File: config.mk
export PLATFORM = sky130hd
export DESIGN_NAME = sensor_stream_gen_flat
export DESIGN_NICKNAME = d
export VERILOG_FILES = /design/src/rtl/sensor_stream_gen_if.sv /design/src/rtl/sensor_stream_gen.sv /design/src/flat_wrapper.sv
export SDC_FILE = /design/constraint.sdc
export NUM_CORES = 1
export LEC_CHECK = 0
export ABC_AREA = 1
export BUFFER_PORTS_ARGS = -buffer_cell sky130_fd_sc_hd__buf_2
export CAP_MARGIN = 40
export CORE_MARGIN = 3
export CORE_UTILIZATION = 43
export CTS_CLUSTER_DIAMETER = 80
export DETAILED_ROUTE_END_ITERATION = 8
export GPL_TIMING_DRIVEN = 0
export SLEW_MARGIN = 15
export SYNTH_ARGS = -nofsm -noshare
export SYNTH_HDL_FRONTEND = slang
export SYNTH_SLANG_ARGS = --single-unit
File: constraint.sdc
create_clock -name clk_pix -period 2.7 [get_ports clk_pix]
set_input_delay 0.54 -clock clk_pix [delete_from_list [all_inputs] [get_ports clk_pix]]
set_output_delay 0.54 -clock clk_pix [all_outputs]
set_load 0.02 [all_outputs]
File: src/rtl/sensor_stream_gen_if.sv
// Sensor-side stream bundle: frame/line valid, pixel data, frame-done pulse, frame count.
// Latency: n/a (wires only); the master drives all members from registers.
// Backpressure: none; a sensor stream cannot be stalled, so the slave must keep up.
interface sensor_stream_gen_if #(
   parameter int SENSOR_DAT_WIDTH = 10,
   parameter int CHANNEL_NUM      = 4,
   parameter int REG_WD           = 32
) ();
   logic                                  fval;
   logic                                  lval;
   logic [SENSOR_DAT_WIDTH*CHANNEL_NUM-1:0] pix_data;
   logic                                  frame_done;
   logic [REG_WD-1:0]                     frame_cnt;

   modport master (output fval, output lval, output pix_data, output frame_done, output frame_cnt);
   modport slave  (input  fval, input  lval, input  pix_data, input  frame_done, input  frame_cnt);
endinterface

File: src/rtl/sensor_stream_gen.sv
// Sensor stream generator: fval/lval/pixel frames with programmable geometry, blanking and test patterns.
// Latency: every output is registered; a state decision shows on the outputs one clk_pix later.
// Backpressure: none; free-running source. Optional macro SENSOR_STREAM_GEN_FRAME_TAG_EN tags pixel 0 of each frame.
module sensor_stream_gen #(
   parameter int SENSOR_DAT_WIDTH = 10,
   parameter int CHANNEL_NUM      = 4,
   parameter int REG_WD           = 32,
   parameter int FVAL_LVAL_GAP    = 3
) (
   input  logic              clk_pix,
   input  logic              reset_pix,
   input  logic              i_gen_en,
   input  logic [REG_WD-1:0] iv_width,
   input  logic [REG_WD-1:0] iv_height,
   input  logic [REG_WD-1:0] iv_h_blank,
   input  logic [REG_WD-1:0] iv_v_blank,
   input  logic [1:0]        iv_pattern_sel,
   sensor_stream_gen_if.master sif
);
   localparam int DW = SENSOR_DAT_WIDTH;
   localparam int CH = CHANNEL_NUM;

   localparam logic [2:0] S_IDLE = 3'd0;
   localparam logic [2:0] S_HEAD = 3'd1;
   localparam logic [2:0] S_LINE = 3'd2;
   localparam logic [2:0] S_HBLK = 3'd3;
   localparam logic [2:0] S_TAIL = 3'd4;
   localparam logic [2:0] S_VBLK = 3'd5;

   localparam logic [REG_WD-1:0] GAP_M1 = REG_WD'(FVAL_LVAL_GAP - 1);

   logic [2:0]         state, nxt_state;
   logic [REG_WD-1:0]  cnt, nxt_cnt;
   logic [REG_WD-1:0]  line, nxt_line;
   logic [REG_WD-1:0]  w_m1, h_m1, hb_m1, vb_m1;
   logic [1:0]         sel_q;
   logic [15:0]        lfsr;
   logic [REG_WD-1:0]  frame_cnt;
   logic               latch, done_n;
   logic               fval, lval, done;
   logic [DW*CH-1:0]   pix, pix_n;
   logic [DW-1:0]      ch;

   // Zero-length segments behave as length one; store length minus one.
   function automatic logic [REG_WD-1:0] len_m1(input logic [REG_WD-1:0] v);
      return (v == '0) ? '0 : v - 1'b1;
   endfunction

   // Next-state decision; cnt counts cycles already spent in the current segment.
   always_comb begin
      nxt_state = state;
      nxt_cnt   = cnt + 1'b1;
      nxt_line  = line;
      latch     = 1'b0;
      done_n    = 1'b0;
      case (state)
         S_IDLE: begin
            nxt_cnt = '0;
            if (i_gen_en) begin
               nxt_state = S_HEAD;
               latch     = 1'b1;
            end
         end
         S_HEAD: if (cnt == GAP_M1) begin
            nxt_state = S_LINE;
            nxt_cnt   = '0;
            nxt_line  = '0;
         end
         S_LINE: if (cnt == w_m1) begin
            nxt_cnt   = '0;
            nxt_state = (line == h_m1) ? S_TAIL : S_HBLK;
         end
         S_HBLK: if (cnt == hb_m1) begin
            nxt_state = S_LINE;
            nxt_cnt   = '0;
            nxt_line  = line + 1'b1;
         end
         S_TAIL: if (cnt == GAP_M1) begin
            nxt_state = S_VBLK;
            nxt_cnt   = '0;
            done_n    = 1'b1;
         end
         S_VBLK: if (cnt == vb_m1) begin
            nxt_cnt = '0;
            if (i_gen_en) begin
               nxt_state = S_HEAD;
               latch     = 1'b1;
            end else begin
               nxt_state = S_IDLE;
            end
         end
         default: begin
            nxt_state = S_IDLE;
            nxt_cnt   = '0;
         end
      endcase
   end

   // Pixel word for the upcoming LINE cycle, built from the next pixel/line index.
   always_comb begin
      pix_n = '0;
      ch    = '0;
      for (int k = 0; k < CH; k++) begin
         case (sel_q)
            2'd0:    ch = DW'(nxt_cnt * REG_WD'(CH) + REG_WD'(k));
            2'd1:    ch = DW'(nxt_line);
            2'd2:    ch = DW'(frame_cnt);
            default: ch = DW'(lfsr) ^ DW'(k);
         endcase
`ifdef SENSOR_STREAM_GEN_FRAME_TAG_EN
         if (nxt_line == '0 && nxt_cnt == '0) ch = DW'(frame_cnt);
`endif
         pix_n[k*DW +: DW] = ch;
      end
   end

   // State, latched frame config, LFSR, frame counter and registered outputs.
   always_ff @(posedge clk_pix) begin
      if (reset_pix) begin
         state     <= S_IDLE;
         cnt       <= '0;
         line      <= '0;
         w_m1      <= '0;
         h_m1      <= '0;
         hb_m1     <= '0;
         vb_m1     <= '0;
         sel_q     <= '0;
         lfsr      <= 16'hACE1;
         frame_cnt <= '0;
         fval      <= 1'b0;
         lval      <= 1'b0;
         pix       <= '0;
         done      <= 1'b0;
      end else begin
         state <= nxt_state;
         cnt   <= nxt_cnt;
         line  <= nxt_line;
         if (latch) begin
            w_m1  <= len_m1(iv_width);
            h_m1  <= len_m1(iv_height);
            hb_m1 <= len_m1(iv_h_blank);
            vb_m1 <= len_m1(iv_v_blank);
            sel_q <= iv_pattern_sel;
         end
         if (nxt_state == S_LINE) lfsr <= {lfsr[0] ^ lfsr[2] ^ lfsr[3] ^ lfsr[5], lfsr[15:1]};
         if (done_n) frame_cnt <= frame_cnt + 1'b1;
         fval <= (nxt_state == S_HEAD) || (nxt_state == S_LINE) ||
                 (nxt_state == S_HBLK) || (nxt_state == S_TAIL);
         lval <= (nxt_state == S_LINE);
         pix  <= (nxt_state == S_LINE) ? pix_n : '0;
         done <= done_n;
      end
   end

   assign sif.fval       = fval;
   assign sif.lval       = lval;
   assign sif.pix_data   = pix;
   assign sif.frame_done = done;
   assign sif.frame_cnt  = frame_cnt;
endmodule

File: src/flat_wrapper.sv
// flat-port wrapper written by rule: the top's interface ports become plain ports
module sensor_stream_gen_flat 
#(
   parameter int SENSOR_DAT_WIDTH = 10,
   parameter int CHANNEL_NUM      = 4,
   parameter int REG_WD           = 32,
   parameter int FVAL_LVAL_GAP    = 3
)
  (clk_pix, reset_pix, i_gen_en, iv_width, iv_height, iv_h_blank, iv_v_blank, iv_pattern_sel, sif_fval, sif_lval, sif_pix_data, sif_frame_done, sif_frame_cnt);
  sensor_stream_gen_if #(.SENSOR_DAT_WIDTH(SENSOR_DAT_WIDTH), .CHANNEL_NUM(CHANNEL_NUM), .REG_WD(REG_WD)) sif_i ();
  input  logic clk_pix;
  input  logic reset_pix;
  input  logic i_gen_en;
  input  logic [REG_WD-1:0] iv_width;
  input  logic [REG_WD-1:0] iv_height;
  input  logic [REG_WD-1:0] iv_h_blank;
  input  logic [REG_WD-1:0] iv_v_blank;
  input  logic [1:0] iv_pattern_sel;
  output wire logic [$bits(sif_i.fval)-1:0] sif_fval;
  output wire logic [$bits(sif_i.lval)-1:0] sif_lval;
  output wire logic [$bits(sif_i.pix_data)-1:0] sif_pix_data;
  output wire logic [$bits(sif_i.frame_done)-1:0] sif_frame_done;
  output wire logic [$bits(sif_i.frame_cnt)-1:0] sif_frame_cnt;
  assign sif_fval = sif_i.fval;
  assign sif_lval = sif_i.lval;
  assign sif_pix_data = sif_i.pix_data;
  assign sif_frame_done = sif_i.frame_done;
  assign sif_frame_cnt = sif_i.frame_cnt;
  sensor_stream_gen #(.SENSOR_DAT_WIDTH(SENSOR_DAT_WIDTH), .CHANNEL_NUM(CHANNEL_NUM), .REG_WD(REG_WD), .FVAL_LVAL_GAP(FVAL_LVAL_GAP)) u_core (.clk_pix(clk_pix), .reset_pix(reset_pix), .i_gen_en(i_gen_en), .iv_width(iv_width), .iv_height(iv_height), .iv_h_blank(iv_h_blank), .iv_v_blank(iv_v_blank), .iv_pattern_sel(iv_pattern_sel), .sif(sif_i));
endmodule
Word-level counts from Yosys, hierarchy flattened
Cells that the tools add are included.

Bitwise operators: 7. Eq/ne operators: 18. Mux-type cells: 30. $add $sub $neg: 10. Reductions and logical operators: 13.

Operators by type and width (number): $mux W32 (10); $eq A32 B32 Y1 (4); $logic_not A32 Y1 (4); $pmux W32 S4 (1); $sub A32 B1 Y32 const B (4); $pmux W10 S3 (4); $add A32 B1 Y32 const B (3); $pmux W32 S2 (1); $eq A32 B2 Y1 const B (1); $mux W3 (7); $add A10 B2 Y10 const B (2); $pmux W3 S6 (1); $eq A3 B2 Y1 const B (4); $add A10 B1 Y10 const B (1); $eq A3 B3 Y1 const B (3); $eq A3 B1 Y1 const B (2); $mux W1 (5); $ne A2 B1 Y1 const B (2); $reduce_or A2 Y1 (2); $logic_not A3 Y1 (1); $logic_or A1 B1 Y1 (3); $not A1 Y1 (3); $reduce_and A3 Y1 (1); $xor A1 B1 Y1 (3); 6 further kinds (6).

Output and inout bits: 75. Input bits: 133. Flip-flop bits (word level): 288. Logic and storage cells: 93.

Logic depth before layout (Yosys ltp)
Depth in word-level cells: 8. Mapped depth: 18. Gate-level depth less buffers: 17.

Worst setup path after synthesis
No wires, ideal clock.

Path type: input to register. Start: input port iv_width[0]. End: register u_core.w_m1[1]. Data arrival time: 2.059 ns. Path slack: 0.514 ns. Path buffers: 0. Cell stages on the path: 13. Required time: 2.572 ns. Setup time: 0.128 ns. Path through: inv_1 -> ha_1 -> nand2_1 -> nor2_1 -> inv_1 -> nor2_1 -> nand2_1 -> nor2_1 -> inv_1 -> nor3_2 -> o21ai_0 -> o21ai_0 -> nor2_1.

Cells in the longest elaborated chain, start to end: 2. Elaborated cells between the ends (all ways): 3. Those cells by class: add/sub: 1; mux: 1; reduce/logical: 1.

RTL lines: start, declared (line flat_wrapper.sv:14) `input logic [REG_WD-1:0] iv_width;`; $sub A32 B1 Y32 or $logic_not A32 Y1 (tied branches) (line sensor_stream_gen.sv:46) `return (v == '0) ? '0 : v - 1'b1;`; $mux W32 * (line sensor_stream_gen.sv:46); end signal, assigned (line sensor_stream_gen.sv:139) `w_m1 <= len_m1(iv_width);`; end, declared (line sensor_stream_gen.sv:35) `logic [REG_WD-1:0] w_m1, h_m1, hb_m1, vb_m1;`.

Every way passes the cells marked *; elsewhere a longest branch is shown, timed or not. A chain may end at the register's enable or synchronous reset.

Worst setup path after layout
Start: register u_core.cnt[0]. End: register u_core.frame_cnt[8] (netlist: u_core.sif.frame_cnt[8]).

Cells in the longest elaborated chain, start to end: 3.

RTL lines: start, declared (line sensor_stream_gen.sv:33) `logic [REG_WD-1:0] cnt, nxt_cnt;`; start signal, assigned (line sensor_stream_gen.sv:136) `cnt <= nxt_cnt;`; $eq A32 B2 Y1 (line sensor_stream_gen.sv:78) `S_TAIL: if (cnt == GAP_M1) begin`; $mux W1 (line sensor_stream_gen.sv:78); $mux W1 (line sensor_stream_gen.sv:56) `case (state)`; end signal, assigned (line sensor_stream_gen.sv:146) `if (done_n) frame_cnt <= frame_cnt + 1'b1;`; end, declared (line sensor_stream_gen.sv:38) `logic [REG_WD-1:0] frame_cnt;`.

Every way passes these cells.

==> results.md <==
- The share of flip-flops with an asynchronous set or reset after synthesis is 0%.
- The worst setup path is captured at a flip-flop.
- The tightest slew margin relative to the limit is 44.5%.
- The placer congestion estimate is approximately 0.95.
- The endpoint of the worst hold-timing path is u_core.sel_q[0].
- The number of antenna violations at the first check in global routing is 1.
- From synthesis to final layout, the design area changed by 15.9%.
- The H-tree depth reported by CTS is 1.
- Once layout is done, the placed cells without fillers occupy 0.0209 mm^2.
- The flow ran to the end, and the final reports show no timing, DRC or antenna violations.
- For the pin with the worst max-slew slack, the measured transition is 0.832 ns.
- The layout has 4318 filler cells.
- The final wirelength is 64400 um.
- Once the floorplan was initialized, standard cells occupied 43.9% of the core.
- At the worst endpoint, the required time is 3.14 ns.
- The final critical path takes up between 90 and 100% of the cycle.
- Summed over all failing endpoints, the final setup total negative slack is 0 ns.
- The share of layout cells above drive strength 1 is roughly 15%.
- The floorplan step defined a core boundary enclosing 0.0411 mm^2.
- After synthesis, the mean cell area works out to ~6.3 um^2.
- After detailed routing, the number of vias per cell comes to 5.26.
- The mapped netlist covers 0.0180 mm^2.
- The count of final hold-check violations is 0.
- The cell count after synthesis is 2865.
- The peak ir drop on the vdd network is between 0.0004 and 0.0005 V.
- In this run the most critical hold path is launched from iv_pattern_sel[0].
- The die covers 0.0445 mm^2.
- For this block, the via count after detailed routing is 19300.
- The first-pass GRT wire length is 99700 um.
- The synthesis-stage register bit count is 260.
- The number of global-route vias before repair is around 18000.
- The reg-to-reg startpoint is u_core.cnt[0].
- The worst register-to-register path ends at u_core.sif.frame_cnt[8].
- Synthesis produced a netlist with a net count of 3006.
- Once detail routing completed, the nets flagged for antenna violations numbered 0.
- The power per cell area is 529 mW/mm^2.
- The highest fanout seen on the critical path is 7.
- The number of design rule violations left after detail routing is 0.
- The count of cells along the worst hold path is 3.
- The half-perimeter wire length of the detailed placement result is 51000 um.
- Once placement finished, the instance area stood at 0.0198 mm^2.
- The CTS tree is yes.
- The worst clock skew on the final layout is 0.0179 ns.
- The number of primary I/O pins is approximately 210.
- The die extent in x is 211 um.
- The library cell used as clock root buffer is sky130_fd_sc_hd__clkbuf_16.
- The netlist uses 53 different library cells.
- The count of final max-slew check failures is 0.
- The number of nets at the end of the flow is between 3000 and 4000.
- The timing-limited maximum frequency is 395 MHz.
- The type of the worst setup path is reg2reg.
- The primary flip-flop cell chosen by synthesis mapping is sky130_fd_sc_hd__dfxtp_1.
- STA classifies the critical path startpoint as a flip-flop.
- Entering global routing, the biggest net connects 16 pins.
- Setup violations remaining at the end of the flow were counted as 0.
- The clock slew at the register clock pins of the worst setup and hold paths is approximately 0.06 ns.
- In the final routed layout, each cell accounts on average for 17.6 um.
- Data arrives at the worst endpoint at 2.97 ns.
- The count of TritonRoute iterations in the first routing pass is 5.
- During synthesis, Yosys emitted a total of 0 warnings.
- After global routing the overflow that remains totals 0.
- The setup check on the worst reg-to-reg path leaves a slack of 0.17 ns.
- The type of the worst min-delay path is in2reg.
- The vertical extent of the die is 211 um.
- After the first detailed-routing iteration, the DRC count stood at about 1400.
- The cell row count is 74.
- The number of enable-type register cells in the synthesized netlist is 0.
- The post-layout minimum cycle time is 2.53 ns.
- The cell leakage power is 9.43 nW.
- Counting cells, the worst reg-to-reg path comes to 11.
- The number of sinks handled by clock tree synthesis is 260.
- 0 antenna diodes ended up in the layout.
- The share of the Yosys chip area taken by registers is approximately 29%.
- The number of clock buffers inserted by TritonCTS is 30.
- The worst-case clock buffer depth is 3.
- Buffers inserted to repair hold after CTS numbered 0.
- The clock latency on the worst-skew pair is 0.58 ns.
- Global routing consumed, over all layers together, 28.2% of the routing resources.
- The count of buffers inserted at the top-level ports is 206.
- The tool flagged a number of max-cap violations equal to 0.
-- state kept, by name (all words and copies together), names as in the netlist --
register               count
u_core.cnt                32
u_core.h_m1               32
u_core.hb_m1              32
u_core.lfsr               16
u_core.line               32
u_core.sel_q               2
u_core.sif.frame_cnt      32
u_core.sif.frame_done      1
u_core.sif.fval            1
u_core.sif.lval            1
u_core.sif.pix_data       12
u_core.state               3
u_core.vb_m1              32
u_core.w_m1               32
-- critical path: stages, from the launching register on --
cell and delay (ns):
sky130_fd_sc_hd__dfxtp_1 0.32, sky130_fd_sc_hd__buf_6 0.14, sky130_fd_sc_hd__inv_4 0.11, sky130_fd_sc_hd__ha_2 0.25
sky130_fd_sc_hd__nand4_1 0.11, sky130_fd_sc_hd__or2_1 0.30, sky130_fd_sc_hd__nor2_2 0.25, sky130_fd_sc_hd__nand2_1 0.20
sky130_fd_sc_hd__nor2_1 0.29, sky130_fd_sc_hd__nand2_1 0.15, sky130_fd_sc_hd__nor3b_1 0.20, sky130_fd_sc_hd__nor3_1 0.07
-- routing by layer --
| layer | global-route usage (%) | up-vias | wire length, um |
|---|---|---|---|
| met5 | 0 | - | 0 |
| met4 | 8.11 | 0 | 1780 |
| met3 | 2.47 | 91 | 3310 |
| met2 | 47.7 | 534 | 30300 |
| met1 | 38.5 | 8980 | 29000 |
| li1 | - | 9645 | - |
-- worst max-delay path by stage --
stage | startpoint | to | slack [ns] | cells after the start
2_1_floorplan | iv_width[0] | u_core.w_m1[1] | 0.51 | 13
3_3_place_gp | iv_height[0] | u_core.h_m1[31] | -0.44 | 13
3_5_place_dp | iv_height[0] | u_core.h_m1[31] | -0.46 | 13
4_1_cts | u_core.cnt[26] | u_core.sif.pix_data[38] | 0.004 | 13
5_1_grt | u_core.cnt[17] | u_core.hb_m1[1] | -0.001 | 15
6_report | u_core.cnt[0] | u_core.sif.frame_cnt[8] | 0.17 | 11
-- through the flow --
stage | hold slack (ns) | std cells | total power [W] | worst slack (ns) | util [%]
after floorplan | 0.441 | 2865 | 0.00593 | 0.514 | -
after global placement | 0.454 | 3603 | 0.00671 | -0.436 | 48.0
after detailed placement | 0.463 | 3605 | 0.00676 | -0.459 | 48.1
after CTS | 0.235 | 3658 | 0.0111 | 0.00442 | 50.7
after global routing | 0.261 | 3660 | 0.0116 | -0.00110 | 50.9
final | 0.253 | 3660 | 0.0111 | 0.170 | 50.9
-- timing repair --
action,4_1_cts,5_1_grt
gates resized for setup,6,20
pin swaps,1,0
gates cloned,0,0
buffers inserted,1,1
endpoints found under the setup margin,32,120
-- cells in the mapped netlist (2+ instances only) --
| master | instances | share of area, % |
|---|---|---|
| sky130_fd_sc_hd__nor2_1 | 496 | 10 |
| sky130_fd_sc_hd__inv_2 | 15 | 0.31 |
| sky130_fd_sc_hd__nor2_4 | 10 | 0.62 |
| sky130_fd_sc_hd__a21oi_1 | 195 | 5.4 |
| sky130_fd_sc_hd__clkbuf_1 | 34 | 0.71 |
| sky130_fd_sc_hd__o21ai_0 | 215 | 6.0 |
| sky130_fd_sc_hd__xor2_1 | 102 | 4.9 |
| sky130_fd_sc_hd__a211oi_1 | 3 | 0.12 |
| sky130_fd_sc_hd__nor4_1 | 18 | 0.62 |
| sky130_fd_sc_hd__nor3_1 | 78 | 2.2 |
| sky130_fd_sc_hd__o21a_1 | 5 | 0.21 |
| sky130_fd_sc_hd__nand4_1 | 55 | 1.9 |
| sky130_fd_sc_hd__o211a_1 | 18 | 1.0 |
| sky130_fd_sc_hd__nor2_2 | 17 | 0.59 |
| sky130_fd_sc_hd__a21o_1 | 5 | 0.21 |
| sky130_fd_sc_hd__nor3_2 | 5 | 0.28 |
| sky130_fd_sc_hd__nor3b_1 | 2 | 0.083 |
| sky130_fd_sc_hd__nand2_4 | 2 | 0.12 |
| sky130_fd_sc_hd__dfxtp_1 | 260 | 29 |
| sky130_fd_sc_hd__or2_2 | 8 | 0.28 |
| sky130_fd_sc_hd__a22oi_1 | 2 | 0.083 |
| sky130_fd_sc_hd__ha_1 | 8 | 0.55 |
| sky130_fd_sc_hd__inv_1 | 309 | 6.4 |
| sky130_fd_sc_hd__clkbuf_8 | 2 | 0.15 |
| sky130_fd_sc_hd__nand4_2 | 4 | 0.28 |
| sky130_fd_sc_hd__xnor2_1 | 106 | 5.1 |
| sky130_fd_sc_hd__buf_2 | 40 | 1.1 |
| sky130_fd_sc_hd__nand3_1 | 149 | 4.1 |
| sky130_fd_sc_hd__nand2_1 | 592 | 12 |
| sky130_fd_sc_hd__buf_6 | 18 | 1.1 |
| sky130_fd_sc_hd__and3_1 | 3 | 0.10 |
| sky130_fd_sc_hd__clkinv_1 | 3 | 0.062 |
| sky130_fd_sc_hd__buf_4 | 43 | 1.8 |
| sky130_fd_sc_hd__and2_1 | 3 | 0.10 |
| sky130_fd_sc_hd__a31oi_1 | 6 | 0.21 |
| sky130_fd_sc_hd__o21ai_2 | 2 | 0.097 |
| sky130_fd_sc_hd__nand3_4 | 3 | 0.29 |
| sky130_fd_sc_hd__nand3b_1 | 6 | 0.25 |
| sky130_fd_sc_hd__nand2_2 | 9 | 0.31 |
-- final cells by class --
class / instances / area, um^2 / area share, %
multi-input combinational: 2140 / 10800 / 51.6
sequential: 260 / 5200 / 24.9
inverter: 328 / 1240 / 5.92
timing repair buffer: 211 / 1080 / 5.16
buffer: 137 / 893 / 4.27
clock buffer: 40 / 858 / 4.10
tap: 532 / 666 / 3.18
clock inverter: 12 / 188 / 0.897
-- report_power, final --
| group | leakage, nW | internal, W | switching, W | total (W) |
|---|---|---|---|---|
| clock network | 0.507 | 0.00260 | 0.00174 | 0.00434 |
| logic | 6.79 | 0.000834 | 0.00148 | 0.00231 |
| registers | 2.13 | 0.00414 | 0.000273 | 0.00441 |
| total | 9.43 | 0.00758 | 0.00349 | 0.0111 |
-- kinds of logic (layout without fill, tap and decap cells) --
| logic type | after synthesis | count (layout) | share of synthesized area [%] |
|---|---|---|---|
| AO/OA/AOI/OAI | 458 | 458 | 13.6 |
| XOR/XNOR | 208 | 208 | 10.1 |
| adder cells (fa/ha/maj) | 8 | 8 | 0.555 |
| buffers and inverters | 465 | 728 | 11.7 |
| flip-flops | 260 | 260 | 28.8 |
| AND/OR/NAND/NOR | 1466 | 1466 | 35.2 |
-- layout by cell type, fill, tap and decap left out, drive strengths merged, types with 2 or more instances in the layout --
master | Yosys | routed
nand3b | 6 | 6
clkinv | 3 | 9
o21ai | 218 | 218
ha | 8 | 8
a31oi | 6 | 6
a21oi | 196 | 196
a21o | 5 | 5
xnor2 | 106 | 106
xor2 | 102 | 102
clkinvlp | 0 | 3
nor2 | 523 | 523
nand3 | 153 | 153
o211a | 18 | 18
nor3b | 3 | 3
a211oi | 3 | 3
nor4 | 18 | 18
nand2 | 604 | 604
a22oi | 2 | 2
nor3 | 84 | 84
and2 | 3 | 3
o21a | 5 | 5
or2 | 9 | 9
inv | 325 | 324
clkbuf | 36 | 77
and3 | 3 | 3
dfxtp | 260 | 260
buf | 101 | 311
nand4 | 59 | 59
bufinv | 0 | 4
No activity file was read; power rests on OpenSTA's default activity.
